`config.mk`:
```
export PLATFORM = sky130hd
export DESIGN_NAME = ram_loader
export DESIGN_NICKNAME = d
export VERILOG_FILES = /design/src/rtl/ram_loader_pkg.sv /design/src/rtl/ram_loader_byte_checksum.sv /design/src/rtl/ram_loader.sv
export SDC_FILE = /design/constraint.sdc
export NUM_CORES = 1
export LEC_CHECK = 0
export CAP_MARGIN = 20
export CORE_MARGIN = 8
export CORE_UTILIZATION = 30
export DETAILED_ROUTE_END_ITERATION = 12
export PLACE_DENSITY = 0.48
export SLEW_MARGIN = 5
export SYNTH_ARGS = -nofsm -noshare
export SYNTH_HDL_FRONTEND = slang
export SYNTH_SLANG_ARGS = --single-unit
```
`constraint.sdc`:
```
create_clock -name clk -period 7 [get_ports clk]
set_input_delay 1.4 -clock clk [delete_from_list [all_inputs] [get_ports clk]]
set_output_delay 1.4 -clock clk [all_outputs]
set_load 0.01 [all_outputs]
```
`src/rtl/ram_loader_pkg.sv`:
```
// Shared types and default widths for the program-RAM loader.
package ram_loader_pkg;

    localparam int ADDR_WIDTH_DEF = 4;
    localparam int DATA_WIDTH_DEF = 8;

    typedef enum logic [2:0] {
        IDLE,
        LOAD,
        CSUM,
        FLUSH,
        VERIFY,
        DONE,
        ERROR
    } state_t;

endpackage

```
`src/rtl/ram_loader_byte_checksum.sv`:
```
// Modular byte accumulator: sum wraps at 2**DATA_WIDTH, carries are discarded.
module byte_checksum #(
    parameter int DATA_WIDTH = 8
) (
    input  logic                  clk,
    input  logic                  reset,
    input  logic                  clr,
    input  logic                  en,
    input  logic [DATA_WIDTH-1:0] din,
    output logic [DATA_WIDTH-1:0] sum
);

    always_ff @(posedge clk) begin
        if (reset || clr) begin
            sum <= '0;
        end else if (en) begin
            sum <= sum + din;
        end
    end

endmodule

```
`src/rtl/ram_loader.sv`:
```
// Streams a program image into the 16x8 program RAM, reads it back and
// checks both the written and read-back sums against a trailing checksum byte.
module ram_loader
    import ram_loader_pkg::*;
#(
    parameter int ADDR_WIDTH = ADDR_WIDTH_DEF,
    parameter int DATA_WIDTH = DATA_WIDTH_DEF
) (
    input  logic                  clk,
    input  logic                  reset,
    input  logic                  start,
    input  logic                  in_valid,
    input  logic [DATA_WIDTH-1:0] in_data,
    output logic                  in_ready,
    output logic                  mem_wr_en,
    output logic [ADDR_WIDTH-1:0] mem_wr_addr,
    output logic [DATA_WIDTH-1:0] mem_wr_data,
    output logic [ADDR_WIDTH-1:0] mem_rd_addr,
    input  logic [DATA_WIDTH-1:0] mem_rd_data,
    output logic                  cpu_hold,
    output logic                  busy,
    output logic                  done,
    output logic                  error,
    output logic [DATA_WIDTH-1:0] checksum
);

    localparam logic [ADDR_WIDTH-1:0] LAST_ADDR = '1;

    state_t                  state;
    state_t                  state_nxt;
    logic [ADDR_WIDTH-1:0]   wr_ptr;
    logic [DATA_WIDTH-1:0]   expect_q;
    logic [DATA_WIDTH-1:0]   wsum;
    logic [DATA_WIDTH-1:0]   rsum;
    logic [DATA_WIDTH-1:0]   rsum_final;
    logic                    start_ok;
    logic                    accept;
    logic                    load_acc;
    logic                    verify_last;
    logic                    pass;

    assign in_ready    = (state == LOAD) || (state == CSUM);
    assign busy        = (state == LOAD) || (state == CSUM) ||
                         (state == FLUSH) || (state == VERIFY);
    assign cpu_hold    = busy;
    assign accept      = in_valid && in_ready;
    assign load_acc    = accept && (state == LOAD);
    assign start_ok    = start && ((state == IDLE) || (state == DONE) || (state == ERROR));
    assign verify_last = (state == VERIFY) && (mem_rd_addr == LAST_ADDR);

    // The last read-back byte is still on mem_rd_data when the verdict is taken.
    assign rsum_final  = rsum + mem_rd_data;
    assign pass        = (wsum == expect_q) && (rsum_final == expect_q);

    byte_checksum #(.DATA_WIDTH(DATA_WIDTH)) u_wsum (
        .clk   (clk),
        .reset (reset),
        .clr   (start_ok),
        .en    (load_acc),
        .din   (in_data),
        .sum   (wsum)
    );

    byte_checksum #(.DATA_WIDTH(DATA_WIDTH)) u_rsum (
        .clk   (clk),
        .reset (reset),
        .clr   (start_ok),
        .en    (state == VERIFY),
        .din   (mem_rd_data),
        .sum   (rsum)
    );

    always_ff @(posedge clk) begin
        if (reset) begin
            state <= IDLE;
        end else begin
            state <= state_nxt;
        end
    end

    always_comb begin
        state_nxt = state;
        case (state)
            IDLE, DONE, ERROR: if (start) state_nxt = LOAD;
            LOAD:              if (accept && (wr_ptr == LAST_ADDR)) state_nxt = CSUM;
            CSUM:              if (accept) state_nxt = FLUSH;
            FLUSH:             state_nxt = VERIFY;
            VERIFY:            if (mem_rd_addr == LAST_ADDR) state_nxt = pass ? DONE : ERROR;
            default:           state_nxt = IDLE;
        endcase
    end

    always_ff @(posedge clk) begin
        if (reset) begin
            wr_ptr      <= '0;
            expect_q    <= '0;
            mem_wr_en   <= 1'b0;
            mem_wr_addr <= '0;
            mem_wr_data <= '0;
            mem_rd_addr <= '0;
            done        <= 1'b0;
            error       <= 1'b0;
            checksum    <= '0;
        end else begin
            mem_wr_en <= 1'b0;
            if (start_ok) begin
                wr_ptr   <= '0;
                expect_q <= '0;
                done     <= 1'b0;
                error    <= 1'b0;
                checksum <= '0;
            end
            if (load_acc) begin
                mem_wr_en   <= 1'b1;
                mem_wr_addr <= wr_ptr;
                mem_wr_data <= in_data;
                wr_ptr      <= wr_ptr + 1'b1;
            end
            if (accept && (state == CSUM)) begin
                expect_q    <= in_data;
                mem_rd_addr <= '0;
            end
            if (state == VERIFY) begin
                mem_rd_addr <= mem_rd_addr + 1'b1;
            end
            if (verify_last) begin
                done     <= pass;
                error    <= !pass;
                checksum <= wsum;
            end
        end
    end

endmodule

```
==> qor.txt <==
Yosys reg bits = 58
DIE AREA = 14300 µm²
Seq/Total Area, Yosys = 36.0%
Max VDD drop = 0.0920 mV
cts repair resizes = 0
largest net degree at the start of global routing = 42
routed vias/inst = 5.03
critical path's largest stage delay = 450 ps
Worst Setup Path Type = primary input to register
most frequent cells in the layout = 70 x nand2_1, 61 x a21oi_1, 58 x dfxtp_1
vias in the first global route = 2954
crit-path cells = clkdlybuf4s50_1, ha_1, a21oi_1, a211oi_1, a211o_1, or3_1, a41o_1, and3_1
PortBufs = 49
GRT overflow = 0
ant diodes = 0
critical path's top delay family = compound AO/OA/AOI/OAI gates
Worst Reg-to-Reg Cells = 7
first-pass GRT wire length = 14.8 mm
Area Overhead vs Synth = 24.7%
# fillers = 1164
Worst slew margin = 38.5%
Placed Instances = 590
syn_area_per_cell = 7.67 µm²
Reg area = 1160 µm²
CTS Root Cell = clkbuf_8
most common cell after layout, fill and taps aside = nand2_1
Tot Pwr = 0.739 mW
Die W = 120 µm
drt drc = 0
flop2flop setup slack = 4540 ps
Critical Path Sink Type = register
Reg clk slew, reported paths = 70 ps
Detail Placement HPWL = 6.40 mm
HP Start = mem_wr_addr[0]$_SDFFE_PP0P_
clk sinks = 58
area occupied by multi-input gates = 1930 µm²
Final ANT Viol Nets = 0
CTS buffer count = 9
CTS tree = yes
post-CTS setup buffer count = 0
warnings from Yosys = 0
Pins Over Slew Limit = 0
EDFF count, synth = 0
Post-Layout Cell Count = 606
clk buf depth = 2
Hold Path Depth = 2
status = finished clean
Critical R2R Capture = state[0]$_SDFFE_PP0P_
fin nets = 499
H-tree level count = 3
Worst Path Required = 7220 ps
Worst Setup Start Kind = primary input
drt first pass iters = 4
Setup TNS = 0 ps
Fmax achieved = 274 MHz
via count = 3046
hold_buf cts = 0
Gate Count Post-Synth = 421
RSZ-0062 raised after global routing = no
CP arrival = 3870 ps
Rows = 38
Worst-Margin Slew = 923 ps
Global Route Usage Sum = 12.6%
worst hold endpoint = mem_wr_addr[0]$_SDFFE_PP0P_
P_leak = 1.45 nW
max cap viols = 0
PD cells = 184 nW/µm²
skew final = 11.3 ps
# IOs = 50
syn_nets = 459
Placer Congestion = 0.775
fraction of registers with async set/reset = 0%
DRT iter0 DRCs = 174
CP max-delay cell = ha_1
initial antenna violation count = 0
critical path depth = 8
top_reg_cell synth = dfxtp_1
WP buf/inv = 1
Final period util = 52.2%
Hold Path Class = register to register
DR WL/cell = 14.6 µm
Final min period = 3650 ps
layout cells sized above 1 = 5.15%
Mapped Area = 3230 µm²
setup violators final = 0
clock latency on the worst-skew pair = 330 ps
count of cell types in the netlist = 48
Die H = 120 µm
final wirelength = 8.84 mm
endpoints failing hold = 0
Initial Utilization = 30.3%
CP Max Fanout = 11
Core ar. = 10700 µm²
reg-to-reg startpoint = u_rsum.sum[5]$_SDFFE_PP0P_
sequential cells by signal, indices dropped and copies added (netlist names):
register,flops
checksum,8
done,1
error,1
expect_q,8
mem_rd_addr,4
mem_wr_addr,4
mem_wr_data,8
mem_wr_en,1
state,3
u_rsum.sum,8
u_wsum.sum,8
wr_ptr,4
Yosys cell counts (7+ instances only):
master    instances  area [µm²]
a21oi_1          61         305
xor2_1            7        61.3
o21ai_0          14        70.1
nor3_1            8        40.0
nand2_1          70         263
nor2_1           28         105
xnor2_1          10        87.6
dfxtp_1          58        1160
inv_1            12        45.0
clkbuf_1         17        63.8
and2_1            7        43.8
ha_1             16         200
nand3_1          31         155
a211oi_1          7        52.6
power breakdown:
part           leakage, nW  internal [mW]  switching, mW  total, mW
combinational        0.873         0.0355         0.0442     0.0798
clock                0.105          0.182          0.138      0.320
sequential           0.468          0.334        0.00469      0.339
through the flow:
stage               cell area [µm²]  hold slack [ps]  setup slack (ps)  utilization, %
floorplan                      3230              436              3750               -
global placement               3820              442              3080            35.9
detailed placement             3820              449              3010            35.9
CTS                            4020              463              3350            37.8
global route                   4020              484              3180            37.8
finish                         4020              460              3350            37.8
area by class of cell:
cell class	instances	area share, %
sequential	58	28.9
clock buffer	11	3.76
timing repair buffer	52	12.7
inverter	12	1.12
multi-input combinational	328	47.9
clock inverter	5	1.31
tap	140	4.35
tightest hold or removal path: stages, from the launching register on:
cell     delay, ps
dfxtp_1        310
nand2_1         50
a21oi_1         50
per-layer routing:
| layer | wire length [µm] | vias up | global-route usage [%] |
|---|---|---|---|
| li1 | - | 1558 | - |
| met1 | 4310 | 1448 | 15.5 |
| met2 | 4160 | 38 | 21.3 |
| met3 | 336 | 2 | 3.71 |
| met4 | 36 | 0 | 2.58 |
| met5 | 0 | - | 0 |
worst max path at each step:
stage                     slack (ps)                     to            from
after floorplan                 3750  state[0]$_SDFFE_PP0P_  mem_rd_data[1]
after global placement          3080  state[0]$_SDFFE_PP0P_  mem_rd_data[1]
after detailed placement        3010  state[0]$_SDFFE_PP0P_  mem_rd_data[5]
after CTS                       3350  state[0]$_SDFFE_PP0P_  mem_rd_data[5]
after global routing            3180  state[0]$_SDFFE_PP0P_  mem_rd_data[5]
final                           3350  state[0]$_SDFFE_PP0P_  mem_rd_data[5]
kinds of logic (layout without fill, tap and decap cells):
kind of cell,after synthesis,after routing,synth area share (%)
AO/OA/AOI/OAI,107,107,19.5
adder cells (fa/ha/maj),18,18,7.44
AND/OR/NAND/NOR,182,182,26.7
XOR/XNOR,18,18,5.12
flip-flops,58,58,36.0
buffers and inverters,35,80,4.38
multiplexers,3,3,0.930
Note: power is estimated with default switching activity, not from simulation.
